**src/rtl/code_lock_param_if.sv**
```systemverilog
// rtl/code_lock_param_if.sv - keypad-side and actuator-side signal bundle for code_lock_param
interface code_lock_param_if #(
    parameter int DIGIT_W  = 4,
    parameter int CODE_LEN = 4
);
    localparam int CNT_W = $clog2(CODE_LEN + 1);

    logic               enter;
    logic [DIGIT_W-1:0] digit;
    logic               program_en;
    logic               lock;
    logic               unlocked;
    logic               locked_out;
    logic               fail;
    logic               prog_done;
    logic [CNT_W-1:0]   digit_cnt;

    modport master (
        output enter, digit, program_en, lock,
        input  unlocked, locked_out, fail, prog_done, digit_cnt
    );

    modport slave (
        input  enter, digit, program_en, lock,
        output unlocked, locked_out, fail, prog_done, digit_cnt
    );
endinterface

```
**src/rtl/code_lock_param.sv**
```systemverilog
// rtl/code_lock_param.sv - parametrised combination lock with lockout, auto-relock and reprogramming
module code_lock_param #(
    parameter int                           DIGIT_W        = 4,
    parameter int                           CODE_LEN       = 4,
    parameter logic [CODE_LEN*DIGIT_W-1:0]  DEFAULT_CODE   = 16'h9979,
    parameter int                           MAX_FAILS      = 3,
    parameter int                           LOCKOUT_CYCLES = 64,
    parameter int                           UNLOCK_CYCLES  = 128
) (
    input  logic             clk,
    input  logic             reset,
    code_lock_param_if.slave bus
);
    localparam int CODE_W  = CODE_LEN * DIGIT_W;
    localparam int CNT_W   = $clog2(CODE_LEN + 1);
    localparam int FAIL_W  = $clog2(MAX_FAILS + 1);
    localparam int TMR_MAX = (UNLOCK_CYCLES > LOCKOUT_CYCLES) ? UNLOCK_CYCLES : LOCKOUT_CYCLES;
    localparam int TMR_W   = $clog2(TMR_MAX + 1);

    localparam logic [CNT_W-1:0]  LAST_DIGIT   = CNT_W'(CODE_LEN - 1);
    localparam logic [FAIL_W-1:0] LAST_FAIL    = FAIL_W'(MAX_FAILS - 1);
    localparam logic [TMR_W-1:0]  UNLOCK_LAST  = TMR_W'(UNLOCK_CYCLES - 1);
    localparam logic [TMR_W-1:0]  LOCKOUT_LAST = TMR_W'(LOCKOUT_CYCLES - 1);

    typedef enum logic [1:0] {
        S_LOCKED,
        S_UNLOCKED,
        S_PROGRAM,
        S_LOCKOUT
    } state_t;

    state_t             state, state_d;
    logic               enter_q;
    logic [CODE_W-1:0]  code_reg, code_d;
    logic [CODE_W-1:0]  shadow, shadow_d;
    logic [CODE_W-1:0]  cmp_sh, cmp_d;
    logic               mismatch, mismatch_d;
    logic [CNT_W-1:0]   cnt, cnt_d;
    logic [FAIL_W-1:0]  fail_cnt, fail_cnt_d;
    logic [TMR_W-1:0]   timer, timer_d;
    logic               unlocked_q, unlocked_d;
    logic               locked_out_q, locked_out_d;
    logic               fail_q, fail_d;
    logic               prog_done_q, prog_done_d;

    logic               accept;
    logic [CODE_W-1:0]  cmp_cur;
    logic [CODE_W-1:0]  shadow_next;
    logic               digit_bad;

    assign accept      = bus.enter & ~enter_q;
    // Expected digits are consumed from a shifting copy of the code; the first digit reads code_reg directly.
    assign cmp_cur     = (cnt == '0) ? code_reg : cmp_sh;
    assign digit_bad   = bus.digit != cmp_cur[CODE_W-1 -: DIGIT_W];
    assign shadow_next = (shadow << DIGIT_W) | CODE_W'(bus.digit);

    always_comb begin
        state_d      = state;
        code_d       = code_reg;
        shadow_d     = shadow;
        cmp_d        = cmp_sh;
        mismatch_d   = mismatch;
        cnt_d        = cnt;
        fail_cnt_d   = fail_cnt;
        timer_d      = timer;
        fail_d       = 1'b0;
        prog_done_d  = 1'b0;

        case (state)
            S_LOCKED: begin
                if (accept) begin
                    if (cnt == LAST_DIGIT) begin
                        cnt_d      = '0;
                        mismatch_d = 1'b0;
                        timer_d    = '0;
                        if (!(mismatch | digit_bad)) begin
                            state_d    = S_UNLOCKED;
                            fail_cnt_d = '0;
                        end else begin
                            fail_d     = 1'b1;
                            fail_cnt_d = fail_cnt + 1'b1;
                            if (fail_cnt == LAST_FAIL) begin
                                state_d = S_LOCKOUT;
                            end
                        end
                    end else begin
                        cnt_d      = cnt + 1'b1;
                        mismatch_d = mismatch | digit_bad;
                        cmp_d      = cmp_cur << DIGIT_W;
                    end
                end
            end

            S_UNLOCKED: begin
                if (bus.lock || timer == UNLOCK_LAST) begin
                    state_d = S_LOCKED;
                end else if (accept) begin
                    timer_d = '0;
                    if (bus.program_en) begin
                        if (CODE_LEN == 1) begin
                            code_d      = CODE_W'(bus.digit);
                            prog_done_d = 1'b1;
                            state_d     = S_LOCKED;
                        end else begin
                            shadow_d = CODE_W'(bus.digit);
                            cnt_d    = CNT_W'(1);
                            state_d  = S_PROGRAM;
                        end
                    end
                end else begin
                    timer_d = timer + 1'b1;
                end
            end

            S_PROGRAM: begin
                if (bus.lock || timer == UNLOCK_LAST) begin
                    state_d = S_LOCKED;
                    cnt_d   = '0;
                end else if (accept) begin
                    timer_d = '0;
                    if (cnt == LAST_DIGIT) begin
                        code_d      = shadow_next;
                        prog_done_d = 1'b1;
                        cnt_d       = '0;
                        state_d     = S_LOCKED;
                    end else begin
                        shadow_d = shadow_next;
                        cnt_d    = cnt + 1'b1;
                    end
                end else begin
                    timer_d = timer + 1'b1;
                end
            end

            S_LOCKOUT: begin
                if (timer == LOCKOUT_LAST) begin
                    state_d    = S_LOCKED;
                    fail_cnt_d = '0;
                    timer_d    = '0;
                end else begin
                    timer_d = timer + 1'b1;
                end
            end

            default: begin
                state_d = S_LOCKED;
                cnt_d   = '0;
            end
        endcase

        unlocked_d   = (state_d == S_UNLOCKED) || (state_d == S_PROGRAM);
        locked_out_d = (state_d == S_LOCKOUT);
    end

    always_ff @(posedge clk) begin
        if (reset) begin
            state        <= S_LOCKED;
            enter_q      <= 1'b0;
            code_reg     <= DEFAULT_CODE;
            shadow       <= '0;
            cmp_sh       <= '0;
            mismatch     <= 1'b0;
            cnt          <= '0;
            fail_cnt     <= '0;
            timer        <= '0;
            unlocked_q   <= 1'b0;
            locked_out_q <= 1'b0;
            fail_q       <= 1'b0;
            prog_done_q  <= 1'b0;
        end else begin
            state        <= state_d;
            enter_q      <= bus.enter;
            code_reg     <= code_d;
            shadow       <= shadow_d;
            cmp_sh       <= cmp_d;
            mismatch     <= mismatch_d;
            cnt          <= cnt_d;
            fail_cnt     <= fail_cnt_d;
            timer        <= timer_d;
            unlocked_q   <= unlocked_d;
            locked_out_q <= locked_out_d;
            fail_q       <= fail_d;
            prog_done_q  <= prog_done_d;
        end
    end

    assign bus.unlocked   = unlocked_q;
    assign bus.locked_out = locked_out_q;
    assign bus.fail       = fail_q;
    assign bus.prog_done  = prog_done_q;
    assign bus.digit_cnt  = cnt;
endmodule

```
**src/flat_wrapper.sv**
```systemverilog
// flat-port wrapper written by rule: the top's interface ports become plain ports
module code_lock_param_flat 
#(
    parameter int                           DIGIT_W        = 4,
    parameter int                           CODE_LEN       = 4,
    parameter logic [CODE_LEN*DIGIT_W-1:0]  DEFAULT_CODE   = 16'h9979,
    parameter int                           MAX_FAILS      = 3,
    parameter int                           LOCKOUT_CYCLES = 64,
    parameter int                           UNLOCK_CYCLES  = 128
)
  (clk, reset, bus_enter, bus_digit, bus_program_en, bus_lock, bus_unlocked, bus_locked_out, bus_fail, bus_prog_done, bus_digit_cnt);
  code_lock_param_if #(.DIGIT_W(DIGIT_W), .CODE_LEN(CODE_LEN)) bus_i ();
  input  logic clk;
  input  logic reset;
  input wire logic [$bits(bus_i.enter)-1:0] bus_enter;
  input wire logic [$bits(bus_i.digit)-1:0] bus_digit;
  input wire logic [$bits(bus_i.program_en)-1:0] bus_program_en;
  input wire logic [$bits(bus_i.lock)-1:0] bus_lock;
  output wire logic [$bits(bus_i.unlocked)-1:0] bus_unlocked;
  output wire logic [$bits(bus_i.locked_out)-1:0] bus_locked_out;
  output wire logic [$bits(bus_i.fail)-1:0] bus_fail;
  output wire logic [$bits(bus_i.prog_done)-1:0] bus_prog_done;
  output wire logic [$bits(bus_i.digit_cnt)-1:0] bus_digit_cnt;
  assign bus_i.enter = bus_enter;
  assign bus_i.digit = bus_digit;
  assign bus_i.program_en = bus_program_en;
  assign bus_i.lock = bus_lock;
  assign bus_unlocked = bus_i.unlocked;
  assign bus_locked_out = bus_i.locked_out;
  assign bus_fail = bus_i.fail;
  assign bus_prog_done = bus_i.prog_done;
  assign bus_digit_cnt = bus_i.digit_cnt;
  code_lock_param #(.DIGIT_W(DIGIT_W), .CODE_LEN(CODE_LEN), .DEFAULT_CODE(DEFAULT_CODE), .MAX_FAILS(MAX_FAILS), .LOCKOUT_CYCLES(LOCKOUT_CYCLES), .UNLOCK_CYCLES(UNLOCK_CYCLES)) u_core (.clk(clk), .reset(reset), .bus(bus_i));
endmodule
```
**config.mk**
```make
export PLATFORM = sky130hd
export DESIGN_NAME = code_lock_param_flat
export DESIGN_NICKNAME = d
export VERILOG_FILES = /design/src/rtl/code_lock_param_if.sv /design/src/rtl/code_lock_param.sv /design/src/flat_wrapper.sv
export SDC_FILE = /design/constraint.sdc
export NUM_CORES = 1
export LEC_CHECK = 0
export ABC_AREA = 1
export ABC_CLOCK_PERIOD_IN_PS = 2550
export CAP_MARGIN = 30
export CORE_ASPECT_RATIO = 0.6
export CORE_MARGIN = 3
export CORE_UTILIZATION = 35
export CTS_BUF_LIST = sky130_fd_sc_hd__clkbuf_4
export CTS_CLUSTER_SIZE = 20
export DETAILED_ROUTE_END_ITERATION = 12
export PLACE_DENSITY_LB_ADDON = 0.2
export SKIP_LAST_GASP = 1
export SLEW_MARGIN = 20
export SYNTH_ARGS = -nofsm -noshare
export SYNTH_HDL_FRONTEND = slang
export SYNTH_SLANG_ARGS = --single-unit
```
**constraint.sdc**
```tcl
create_clock -name clk -period 2.55 [get_ports clk]
set_input_delay 0.765 -clock clk [delete_from_list [all_inputs] [get_ports clk]]
set_output_delay 0.765 -clock clk [all_outputs]
set_load 0.02 [all_outputs]
```
After elaboration in Yosys (flattened, before gate mapping). Cells that the tools add are included. Widths: inputs -> output; s select.

Input bits: 9. Bits in registers: 61.

Reductions and logical operators: 17. Bitwise operators: 9. Multiplexer cells: 41. Eq/ne operators: 21. $add $sub $neg: 3.

Operator list (number): $mux 12 (6); $mux 8 (5); $mux 2 (15); $pmux 12 s2 (1); $pmux 8 s3 (1); $mux 3 (6); $mux 16 (1); $or 16x4->16 (1); $reduce_and 4->1 (3); $eq 2x2->1 const B (5); $ne 2x1->1 const B (5); $ne 2x2->1 const B (5); $pmux 3 s3 (1); $add 8x1->8 const B (1); $eq 8x6->1 const B (1); $eq 8x7->1 const B (1); $pmux 2 s4 (1); $reduce_or 4->1 (2); $reduce_and 7->1 (1); $not 1->1 (6); $reduce_and 3->1 (2); $eq 2x1->1 const B (2); $ne 4x4->1 (1); $pmux 2 s2 (1); other kinds (13) (17).

Depth between registers and ports, before layout.
Depth in word-level cells: 10. Depth in mapped cells: 16. Gate-level depth less buffers: 16.

Least setup slack after synthesis. OpenSTA, ideal clock, no wires.

Path kind: reg2reg. Start point: reg u_core.cnt[0] (netlist: u_core.bus.digit_cnt[0]). End point: reg u_core.unlocked_q (netlist: u_core.bus.unlocked). Cell stages (with the launch flop): 15. Arrival: 1.892 ns. Setup slack: 0.530 ns. Path buffers: 1. Required time: 2.422 ns. Path through: dfxtp_1 inv_1 ha_1 nand2_2 buf_6 nand2_2 nand3_2 nand3_2 nor2_2 nand4_1 nand2_1 nand2_1 ha_1 inv_1 nor2_1.

Cells in the longest elaborated chain, start to end: 10.

Ends and longest elaborated chain: from (decl) (RTL line code_lock_param.sv:38) `logic [CNT_W-1:0] cnt, cnt_d;`; from (signal assigned) (RTL line code_lock_param.sv:177) `cnt <= cnt_d;`; $logic_not 3->1 (RTL line code_lock_param.sv:53) `assign cmp_cur = (cnt == '0) ? code_reg : cmp_sh;`; $mux 16 (RTL line code_lock_param.sv:53); $ne 4x4->1 (RTL line code_lock_param.sv:54) `assign digit_bad = bus.digit != cmp_cur[CODE_W-1 -: DIGIT_W];`; $or 1x1->1 (RTL line code_lock_param.sv:76) `if (!(mismatch | digit_bad)) begin`; $mux 2 (RTL line code_lock_param.sv:76); $mux 2 (RTL line code_lock_param.sv:72) `if (cnt == LAST_DIGIT) begin`; $mux 2 (RTL line code_lock_param.sv:71) `if (accept) begin`; $pmux 2 s4 (*) (RTL line code_lock_param.sv:69) `case (state)`; named net u_core.state_d[1] (RTL line code_lock_param.sv:32) `state_t state, state_d;`; $eq 2x1->1 / $eq 2x2->1 (equally long branches) (RTL line code_lock_param.sv:151) `unlocked_d = (state_d == S_UNLOCKED) || (state_d == S_PROGRAM);`; $logic_or 1x1->1 (*) (RTL line code_lock_param.sv:151); named net u_core.unlocked_d (RTL line code_lock_param.sv:41) `logic unlocked_q, unlocked_d;`; to (signal assigned) (RTL line code_lock_param.sv:180) `unlocked_q <= unlocked_d;`; to (decl) (RTL line code_lock_param.sv:41).

Mark *: on every way through the listed nets, which the timed path passes. The rest lies on a longest branch. A chain may end at the register's enable or synchronous reset.

Final worst setup path.
Start point: reg u_core.cnt[2] (netlist: u_core.bus.digit_cnt[2]). End point: out bus_digit_cnt[2].

RTL lines: to (decl) (RTL line flat_wrapper.sv:23) `output wire logic [$bits(bus_i.digit_cnt)-1:0] bus_digit_cnt;`.

No word-level cell between the ends.

==> impl_results.html <==
<table>
<tr><th>Metric</th><th>Value</th></tr>
<tr><th colspan="2">Outcome</th></tr>
<tr><td>Status</td><td>finished, final reports clean</td></tr>
<tr><th colspan="2">Power and ir drop</th></tr>
<tr><td>P per Cell Area</td><td>548 mW/mm2</td></tr>
<tr><td>Leak Pwr</td><td>roughly 0.0014 uW</td></tr>
<tr><td>Worst IR drop on VDD</td><td>217 uV</td></tr>
<tr><th colspan="2">Setup path</th></tr>
<tr><td>Worst Setup Path Type</td><td>reg2out</td></tr>
<tr><td>Critical Path Start Type</td><td>flip-flop</td></tr>
<tr><td>Critical R2R Capture</td><td>u_core.bus.unlocked$_SDFF_PP0_</td></tr>
<tr><td>Cell depth of the worst flop-to-flop path</td><td>15</td></tr>
<tr><td>Largest stage delay, worst path</td><td>0.65 ns</td></tr>
<tr><td>Cell chain of the critical path</td><td>clkdlybuf4s50_1</td></tr>
<tr><td>RR Startpoint</td><td>u_core.bus.digit_cnt[0]$_SDFFE_PP0P_</td></tr>
<tr><td>Worst endpoint data arrival time</td><td>approximately 1.5 ns</td></tr>
<tr><td>CP Depth</td><td>1</td></tr>
<tr><td>Sum of buffers and inverters on the critical path</td><td>1</td></tr>
<tr><td>Kind of end point of the critical path</td><td>output pin</td></tr>
<tr><td>Critical path peak fanout</td><td>4</td></tr>
<tr><td>Required time at the worst-slack endpoint</td><td>1.79 ns</td></tr>
<tr><td>Internal reg-to-reg setup slack</td><td>approximately 0.32 ns</td></tr>
<tr><td>Slowest library cell on the worst path</td><td>sky130_fd_sc_hd__clkdlybuf4s50_1</td></tr>
<tr><td>Cell type group with the largest total delay on the critical path</td><td>buffers and inverters</td></tr>
<tr><th colspan="2">Synthesis</th></tr>
<tr><td>Synth Area in Compound Gates</td><td>14.4%</td></tr>
<tr><td>Average cell area after synthesis</td><td>roughly 7.4 um2</td></tr>
<tr><td>Count of different cell masters after synthesis</td><td>30</td></tr>
<tr><td>Netlist area before placement</td><td>between 0.002 and 0.003 mm2</td></tr>
<tr><td>Multiplexer share of the synthesized area</td><td>0%</td></tr>
<tr><td>Fraction of the mapped netlist area in simple logic gates</td><td>31.0%</td></tr>
<tr><td>Syn Nets</td><td>408</td></tr>
<tr><td>Synth Area in Adders</td><td>4.33%</td></tr>
<tr><td>Number of warnings reported in the yosys synthesis log</td><td>0</td></tr>
<tr><td>Seq cells post-synth</td><td>61</td></tr>
<tr><td>Proportion of synthesized chip area in sequential cells</td><td>42.2%</td></tr>
<tr><td>Xor/xnor share of the synthesized area</td><td>0%</td></tr>
<tr><td>Instance count of the mapped netlist</td><td>389</td></tr>
<tr><td>Largest family of logic cells by synthesized area</td><td>simple AND/OR/NAND/NOR gates</td></tr>
<tr><th colspan="2">Detailed routing</th></tr>
<tr><td>Post-DR wirelength/cell</td><td>roughly 14 um</td></tr>
<tr><td>ANT nets after route</td><td>0</td></tr>
<tr><td>Number of vias per cell</td><td>4.89</td></tr>
<tr><td>Final WL</td><td>7190 um</td></tr>
<tr><td>Initial DRT Pass Iterations</td><td>5</td></tr>
<tr><td>Number of remaining DRC errors</td><td>0</td></tr>
<tr><td>Initial DRC Count</td><td>206</td></tr>
<tr><td>Total vias in the final route</td><td>2549</td></tr>
<tr><th colspan="2">STA</th></tr>
<tr><td>Worst clock skew on the final layout</td><td>roughly 0.012 ns</td></tr>
<tr><td>Relative max-transition margin</td><td>57.8%</td></tr>
<tr><td>Shortest period the worst path allows</td><td>2.26 ns</td></tr>
<tr><td>Achievable frequency</td><td>442 MHz</td></tr>
<tr><td>Setup repair after global routing missed its margin</td><td>false</td></tr>
<tr><td>Accumulated negative setup slack</td><td>0 ns</td></tr>
<tr><td>Slew at the pin closest to its max-slew limit</td><td>0.628 ns</td></tr>
<tr><td>Number of failing hold endpoints at the final stage</td><td>0</td></tr>
<tr><td>Max Slew Vio Count</td><td>0</td></tr>
<tr><td>Setup-violating endpoint count in the final report</td><td>0</td></tr>
<tr><td>Share of the cycle needed by the critical path after routing</td><td>88.7%</td></tr>
<tr><th colspan="2">GRT</th></tr>
<tr><td>Number of global-route vias before repair</td><td>approximately 2300</td></tr>
<tr><td>Remaining global-route overflow</td><td>0</td></tr>
<tr><td>Met2 Track Usage GR</td><td>a little under a fifth</td></tr>
<tr><td>Largest net degree at the start of global routing</td><td>31</td></tr>
<tr><td>First-pass GRT wire length</td><td>11900 um</td></tr>
<tr><td>All-layer global routing usage</td><td>16.3%</td></tr>
<tr><td>Busiest metal layer after global routing</td><td>met1</td></tr>
<tr><td>GR Util met3</td><td>around 5.7%</td></tr>
<tr><td>GR Layer Usage met1</td><td>26.9%</td></tr>
<tr><td>Number of antenna violations at the first check in global routing</td><td>0</td></tr>
<tr><th colspan="2">Floorplanning</th></tr>
<tr><td>CORE AREA</td><td>0.00763 mm2</td></tr>
<tr><td>IO Pins</td><td>16</td></tr>
<tr><td>Die height</td><td>about 76 um</td></tr>
<tr><td>Initial standard-cell utilization of the core</td><td>37.9%</td></tr>
<tr><td>Die Wd</td><td>123 um</td></tr>
<tr><td>Area enclosed by the die boundary</td><td>0.00943 mm2</td></tr>
<tr><td>Number of core rows</td><td>24</td></tr>
<tr><th colspan="2">CTS</th></tr>
<tr><td>Clk slew on worst S/H paths</td><td>0.09 ns</td></tr>
<tr><td>H-tree level count</td><td>3</td></tr>
<tr><td>CTS root buffer</td><td>sky130_fd_sc_hd__clkbuf_4</td></tr>
<tr><td>Number of buffers on the longest clock path</td><td>2</td></tr>
<tr><td>Clock latency of the later-clocked register in the worst-skew pair</td><td>0.41 ns</td></tr>
<tr><td>TritonCTS clock tree</td><td>yes</td></tr>
<tr><td>Post-cts hold buffer count</td><td>0</td></tr>
<tr><td>Post-CTS setup buffers</td><td>0</td></tr>
<tr><td>Total clock sinks</td><td>around 60</td></tr>
<tr><td>Resized Gates After CTS</td><td>0</td></tr>
<tr><td>Num CTS Buffers</td><td>9</td></tr>
<tr><th colspan="2">Final layout</th></tr>
<tr><td>Number of nets in the final layout</td><td>432</td></tr>
<tr><td>Signed area change from the synthesized netlist to the final layout</td><td>14.4%</td></tr>
<tr><td>Non-filler cells in the finished layout</td><td>521</td></tr>
<tr><td>Number of filler instances in the final layout</td><td>820</td></tr>
<tr><td>Antenna diode instance count</td><td>0</td></tr>
<tr><td>Fraction of layout instances using a drive strength above 1</td><td>13.4%</td></tr>
<tr><td>Max FFs per register</td><td>16</td></tr>
<tr><th colspan="2">Placed design</th></tr>
<tr><td>Number of cells in the design after placement</td><td>506</td></tr>
<tr><td>Port bufs</td><td>15</td></tr>
<tr><td>Detailed placement HPWL</td><td>5290 um</td></tr>
<tr><td>Final weighted congestion in routability-driven placement</td><td>0.775</td></tr>
<tr><th colspan="2">Hold path</th></tr>
<tr><td>Hold depth</td><td>2</td></tr>
<tr><td>Sink of the worst hold path</td><td>u_core.shadow[11]$_SDFFE_PP0P_</td></tr>
<tr><td>Worst min path class</td><td>reg2reg</td></tr>
<tr><td>Worst hold path startpoint</td><td>u_core.shadow[11]$_SDFFE_PP0P_</td></tr>
<tr><th colspan="2">Job</th></tr>
<tr><td>Number of max-cap violations</td><td>0</td></tr>
</table>
[cell families (layout without fill, tap and decap cells)]
logic type | Yosys count | in the layout
and+or+nand+nor | 191 | 191
AOI/OAI and AO/OA | 74 | 74
adders and majority gates | 10 | 10
buffers and inverters | 53 | 81
DFF | 61 | 61
[worst max-delay path by stage]
stage	start	to	slack, ns
after floorplan	u_core.bus.digit_cnt[0]$_SDFFE_PP0P_	u_core.bus.unlocked$_SDFF_PP0_	0.53
after global placement	bus_enter	u_core.bus.unlocked$_SDFF_PP0_	0.06
after detailed placement	bus_enter	u_core.bus.unlocked$_SDFF_PP0_	0.06
after CTS	u_core.bus.digit_cnt[2]$_SDFFE_PP0P_	bus_digit_cnt[2]	0.24
after global routing	u_core.bus.digit_cnt[0]$_SDFFE_PP0P_	u_core.bus.unlocked$_SDFF_PP0_	0.06
final	u_core.bus.digit_cnt[2]$_SDFFE_PP0P_	bus_digit_cnt[2]	0.29
[routing by layer]
metal	vias up	share of wire (%)
li1	1342	-
met1	1120	58
met2	80	34
met3	7	7.1
met4	0	0.86
met5	-	0
[power by group]
part	internal [uW]	leakage, uW	switching (uW)	total, uW
clock	300	0.0000720	348	648
combinational	65.7	0.000815	113	179
sequential	973	0.000495	12.4	985
total	1340	0.00138	474	1810
[metrics by stage]
stage	utilization, %	total power, uW	cell area [um2]	hold WS [ns]	worst slack (ns)
2_1_floorplan	-	1130	2890	0.429	0.530
3_3_place_gp	41.7	1190	3180	0.441	0.0590
3_5_place_dp	41.7	1190	3180	0.449	0.0647
4_1_cts	43.4	1830	3310	0.474	0.245
5_1_grt	43.4	1910	3310	0.490	0.0586
6_report	43.4	1810	3310	0.469	0.289
[synth_stat cells (all sizes together)]
master | number | area share [%]
nand2 | 117 | 16
dfxtp | 61 | 42
a21oi | 38 | 7.0
inv | 38 | 4.9
nand3 | 29 | 5.7
nor2 | 24 | 4.0
o21ai | 23 | 4.5
nand4 | 16 | 4.0
ha | 10 | 4.3
a31oi | 9 | 1.9
buf | 9 | 2.3
clkbuf | 6 | 0.78
nor3 | 3 | 0.52
o211ai | 2 | 0.52
a211oi | 1 | 0.26
nand3b | 1 | 0.26
nor3b | 1 | 0.26
o21a | 1 | 0.26
[placed cells by master, fill, tap and decap left out, types with 2 or more instances in the layout]
cell,n
sky130_fd_sc_hd__a21oi_1,37
sky130_fd_sc_hd__a31oi_1,9
sky130_fd_sc_hd__buf_4,13
sky130_fd_sc_hd__clkbuf_4,10
sky130_fd_sc_hd__clkdlybuf4s50_1,15
sky130_fd_sc_hd__clkinv_2,3
sky130_fd_sc_hd__dfxtp_1,61
sky130_fd_sc_hd__ha_1,10
sky130_fd_sc_hd__inv_1,33
sky130_fd_sc_hd__inv_2,5
sky130_fd_sc_hd__nand2_1,108
sky130_fd_sc_hd__nand2_2,7
sky130_fd_sc_hd__nand2_4,2
sky130_fd_sc_hd__nand3_1,25
sky130_fd_sc_hd__nand3_2,4
sky130_fd_sc_hd__nand4_1,15
sky130_fd_sc_hd__nor2_1,20
sky130_fd_sc_hd__nor2_4,3
sky130_fd_sc_hd__nor3_1,3
sky130_fd_sc_hd__o211ai_1,2
sky130_fd_sc_hd__o21ai_0,17
sky130_fd_sc_hd__o21ai_1,2
sky130_fd_sc_hd__o21ai_2,4
[cell type report]
type	count	area (um2)	share of cell area (%)
Multi-Input combinational cell	275	1440	43.5
Clock inverter	5	52.6	1.59
Tap cell	104	130	3.93
Inverter	38	143	4.31
Clock buffer	10	75.1	2.27
Sequential cell	61	1220	36.9
Timing Repair Buffer	28	248	7.49
Power figures use the tool's default switching activity.
==> variant 1, RTL diff (same flow settings) <==
Encoding of `state_t`: now Gray code (2 bits for 4 states).
--- a/src/rtl/code_lock_param.sv
+++ b/src/rtl/code_lock_param.sv
@@ -24,8 +24,8 @@
 
     typedef enum logic [1:0] {
-        S_LOCKED,
-        S_UNLOCKED,
-        S_PROGRAM,
-        S_LOCKOUT
+        S_LOCKED   = 2'b00,
+        S_UNLOCKED = 2'b01,
+        S_PROGRAM  = 2'b11,
+        S_LOCKOUT  = 2'b10
     } state_t;
 
Function: same outputs for any inputs over 10 cycles, from zero or initial values and one cycle with reset high; not proved beyond that.
==> variant 1 against the original RTL <==
Die area down 2.3%; count of clock-buffer cells in the layout increased by 1; synthesized cell count is 1.8% lower; cell count is 2.9% lower; design area decreased by 5.2%; combinational power is 7% higher; routed wire length shrank 2.9%; setup slack got worse by 0.026 ns; power down 4.6%; non-clock buffer count fell by 8; sequential cell count is the same; sequential share of layout area rose by 2.0 points; area after synthesis is 2.4% lower; critical path type unchanged; critical endpoint unchanged.
==> variant 1: results (changes against the original RTL) <==
** Finish
- The count of plain and timing-repair buffers was 20 (-29%).
- The number of nets in the layout is 411 (-4.9%).
- The multi-input gate count came to 265 (-3.6%).
- Number of fillers in the final layout :: 783 (-4.5%)
- Finished layout cell area :: 0.00314 mm^2 (-5.2%)
- Total of clock buffers placed in the layout :: 11 (+1)
- Share of layout cells above drive strength 1 :: 0.124 (-0.00991)
- Number of antenna repair diodes :: 0 (unchanged)
- Clock distribution area overhead in the final layout :: 0.0315 (-0.00705)
- Layout sequential cell count :: 61 (unchanged)
- Fraction of area in registers :: 0.389 (+0.0203)
- Layout inverter count without the clock tree :: 41 (+7.9%)
- Multi-input gate share of total cell area :: 0.429 (-0.00636)
- The final-layout non-clock buffer area share is 0.0598 (-0.0150).
- The flip-flop count of the largest register, all copies and words added came to 16 (unchanged).

** Clock tree
- At the later pin of the worst-skew pair, clock insertion delay measures 0.42 ns.
- CTS Buffer Depth :: 2 (unchanged)
- The count of instances resized after the clock tree is built came to 0 (unchanged).

** Power and ir drop
- Reported combinational group power :: 0.191 mW (+7%)
- The leakage power summed over all cells is 1.35 nW (-2.5%).
- The power density over the cells is 551 mW/mm^2 (+0.70%).
- The largest vdd supply drop was 0.277 mV (+28%).
- The internal power summed over all cells was 1.25 mW (-6.6%).
- The share of total power in sequential cells came to 0.571 (+0.027).

** Logic synthesis
- Number of instances in the synthesized netlist :: 382 (-1.8%)
- Yosys cell types :: 36 (+20%)
- Sorting the synthesized cells by area gives the leading types as sky130_fd_sc_hd__dfxtp_1 (43%), sky130_fd_sc_hd__nand2_1 (13%), sky130_fd_sc_hd__a21oi_1 (5.1%).
- The share of synthesized flip-flops with an asynchronous set or reset was 0 (unchanged).
- Fraction of the yosys area taken by sequential cells :: 0.433 (+0.0105)
- The net count after synthesis was 395 (-3.2%).
- By count the netlist is led by sky130_fd_sc_hd__nand2_1 (94), sky130_fd_sc_hd__dfxtp_1 (61), sky130_fd_sc_hd__inv_1 (32).
- Yosys synthesis warning count :: 0 (unchanged)

** Worst setup path
- Max FO, Critical Path :: 4 (unchanged)
- Critical path arrival :: 1.52 ns (+0.02 ns)

** Worst hold path
- The worst hold path begins at u_core.cmp_sh[4].

** Timing
- The worst setup skew after layout was 0.0151 ns (+0.00320 ns).
- Actual transition at the worst max-transition pin :: 0.445 ns (-0.183 ns)

** Place
- The cell count after placement was 491 (-3.0%).
- The minimum setup slack after placement is 0.0517 ns (-0.0130 ns).
- The final RePlAce weighted congestion is 0.863 (+11%).
- Cell area after placement :: 0.00304 mm^2 (-4.5%)
- The total half-perimeter wirelength after legalization and detailed placement came to 5030 um (-5.0%).

** Global routing
- The largest net degree at the start of global routing was 46 (+48%).
- Tot GR Track Use :: 0.168 (+0.00474)
- Wire length of the first global-routing pass :: 11600 um (-2.4%)
- Vias in the first global route :: 2166 (-6.2%)

** Route
- Via count :: 2466 (-3.3%)
- Per-cell routed wire length :: 13.8 um (about the same)
- 1st-iter DRT viols :: 245 (+19%)
- The routed wire length is 6980 um (-2.9%).

** Status
- The flow ran to the end, and the final reports show no timing, DRC or antenna violations.
## variant 1: cell families after synthesis
logic type / after synthesis / synth area share
buffers and inverters: 56 / 0.0909
XOR/XNOR: 1 / 0.00310
flip-flops: 61 / 0.433
AND/OR/NAND/NOR: 178 / 0.291
AO/OA/AOI/OAI: 82 / 0.164
adder cells (fa/ha/maj): 4 / 0.0177
## variant 1: path summary, 6_finish.rpt
kind	to	slack, ns	cells after the start
worst min register to register	u_core.cmp_sh[4]	0.47	2
worst max-delay path	bus_digit_cnt[2]	0.26	1
worst min-delay path	u_core.cmp_sh[4]	0.47	2
worst max register to register	u_core.bus.locked_out	0.54	12
## variant 1: metal layers
metal,part of all wire,track usage,wire (um),vias to the layer above
li1,-,-,-,1281
met1,0.58,0.281,4050,1092
met2,0.34,0.185,2360,85
met3,0.073,0.0586,509,8
met4,0.0085,0.0484,59,0
met5,0,0,0,-
==> variant 2, RTL diff (same flow settings) <==
Made on the original files. `UNLOCK_CYCLES` is set to 128 in 2 places; all go to 256.
--- a/src/rtl/code_lock_param.sv
+++ b/src/rtl/code_lock_param.sv
@@ -6,5 +6,5 @@
     parameter int                           MAX_FAILS      = 3,
     parameter int                           LOCKOUT_CYCLES = 64,
-    parameter int                           UNLOCK_CYCLES  = 128
+    parameter int                           UNLOCK_CYCLES  = 256
 ) (
     input  logic             clk,
--- a/src/flat_wrapper.sv
+++ b/src/flat_wrapper.sv
@@ -7,5 +7,5 @@
     parameter int                           MAX_FAILS      = 3,
     parameter int                           LOCKOUT_CYCLES = 64,
-    parameter int                           UNLOCK_CYCLES  = 128
+    parameter int                           UNLOCK_CYCLES  = 256
 )
   (clk, reset, bus_enter, bus_digit, bus_program_en, bus_lock, bus_unlocked, bus_locked_out, bus_fail, bus_prog_done, bus_digit_cnt);
Function: same outputs for any inputs over 10 cycles, from zero or initial values and one cycle with reset high; that may be too few to reach the edited logic, so the function may still have changed.
==> variant 2 against the original RTL <==
Synthesized cell count is 0.26% lower; setup slack better by 0.011 ns; design area is 1.5% lower; largest cell class unchanged; worst hold slack worse by 0.0050 ns; routed wire length is 7.2% lower; register-to-register slack worse by 0.02 ns; power is 1.2% higher; sequential cell count is 1 higher; maximum frequency is 0.47% higher; area after synthesis is 1.7% lower.
==> variant 2: results (changes against the original RTL) <==
** Status
- The flow ran to the end, and the final reports show no timing, DRC or antenna violations.

** Place
- Routability cong. :: 0.871 (+12%)
- Cell area after placement :: 0.00314 mm^2 (-1.5%)
- The cell count after placement came to 500 (-1.2%).
- The total half-perimeter wirelength after legalization and detailed placement was 4770 um (-9.9%).
- The minimum setup slack after placement came to 0.0300 ns (-0.0348 ns).

** Worst setup path
- Worst path top cell family by delay :: simple AND/OR/NAND/NOR gates
- Max FO, Critical Path :: 5 (+1)
- Biggest cell delay along the critical path :: 0.40 ns (-0.25 ns)
- The arrival time at the worst endpoint is 2.56 ns (+1.06 ns).
- Standard cell with the maximum stage delay on the critical path :: sky130_fd_sc_hd__dfxtp_1

** Global routing
- The global-route usage over all layers came to 0.154 (-0.00936).
- Wire length of the first global-routing pass :: 10900 um (-8.6%)
- The largest net degree at the start of global routing was 26 (-16%).
- The number of global-route vias before repair came to 2186 (-5.4%).

** Clock tree
- Clock transition at the register clock pins on the worst setup and hold paths after CTS :: 0.11 ns (+0.02 ns)

** Power and ir drop
- The leakage power summed over all cells was 1.40 nW (+1.2%).
- Switching Share :: 0.269 (+0.00707)
- Max rail drop VDD :: 0.179 mV (-18%)
- The clock power share is 0.354 (-0.003).
- Clock group :: 0.649 mW (about the same)

** Logic synthesis
- The share of synthesized cell area in full adder, half adder and majority cells is 0.0484 (+0.00514).
- Fraction of the yosys area taken by sequential cells :: 0.436 (+0.0143)
- The parity-gate share of the synthesized area counting xor and xnor cells came to 0.00924 (+0.00924).
- By count the netlist is led by sky130_fd_sc_hd__nand2_1 (88), sky130_fd_sc_hd__dfxtp_1 (62), sky130_fd_sc_hd__inv_1 (38), sky130_fd_sc_hd__nand3_1 (38), sky130_fd_sc_hd__a21oi_1 (36).

** Finish
- Share of layout cells above drive strength 1 :: 0.0825 (-0.0518)
- The sequential cell area came to 0.00124 mm^2 (+1.6%).
- Number of fillers in the final layout :: 787 (-4.0%)

** Timing
- Worst clock skew :: 0.0171 ns (+0.00518 ns)
- The remaining max-slew budget at the tightest pin was 0.660 (+0.0820).

** Route
- The per-cell routed wire length came to 12.9 um (-6.3%).
- Total routed wirelength :: 6670 um (-7.2%)
- The ratio of routed vias to standard cells is 4.84 (-1.1%).
- 1st-iter DRT viols :: 151 (-27%)
-- variant 2: changes by cell type after synthesis, moves of 3 or more --
cell	change
sky130_fd_sc_hd__nor2_1	+11
sky130_fd_sc_hd__nor2_4	-3
sky130_fd_sc_hd__nand2_2	-6
sky130_fd_sc_hd__o21ai_0	+12
sky130_fd_sc_hd__nand2_1	-20
sky130_fd_sc_hd__nand4_1	-12
sky130_fd_sc_hd__buf_2	+3
sky130_fd_sc_hd__nand3_1	+13
sky130_fd_sc_hd__nand3_2	-4
sky130_fd_sc_hd__inv_1	+5
sky130_fd_sc_hd__o21ai_2	-3
-- variant 2: worst min-delay path, delay by kind of cell, from the launching register on --
| family | cells | cell delay, ns |
|---|---|---|
| AOI/OAI and AO/OA | 1 | 0.07 |
| DFF | 1 | 0.31 |
| and+or+nand+nor | 1 | 0.06 |
-- variant 2: worst paths after layout --
path | start | endpoint | slack [ns] | depth (start not counted)
hold reg to reg | u_core.code_reg[9] | u_core.cmp_sh[13] | 0.46 | 2
setup reg to reg | u_core.timer[0] | u_core.bus.unlocked | 0.30 | 16
hold / removal | u_core.code_reg[9] | u_core.cmp_sh[13] | 0.46 | 2
setup / recovery | u_core.timer[0] | u_core.bus.unlocked | 0.30 | 16
-- variant 2: final cells by class --
| type | instances | share of cell area |
|---|---|---|
| Multi-Input combinational cell | 268 | 0.418 |
| Sequential cell | 62 | 0.381 |
| Timing Repair Buffer | 25 | 0.0767 |
| Inverter | 41 | 0.0472 |
| Tap cell | 104 | 0.0399 |
| Clock buffer | 9 | 0.0207 |
| Clock inverter | 7 | 0.0169 |
-- variant 2: metal layers --
layer,GRT usage,up-vias,part of all wire
met5,0,-,0
met4,0.0484,0,0.0082
met2,0.196,59,0.36
met3,0.0512,4,0.061
met1,0.237,1125,0.57
li1,-,1308,-
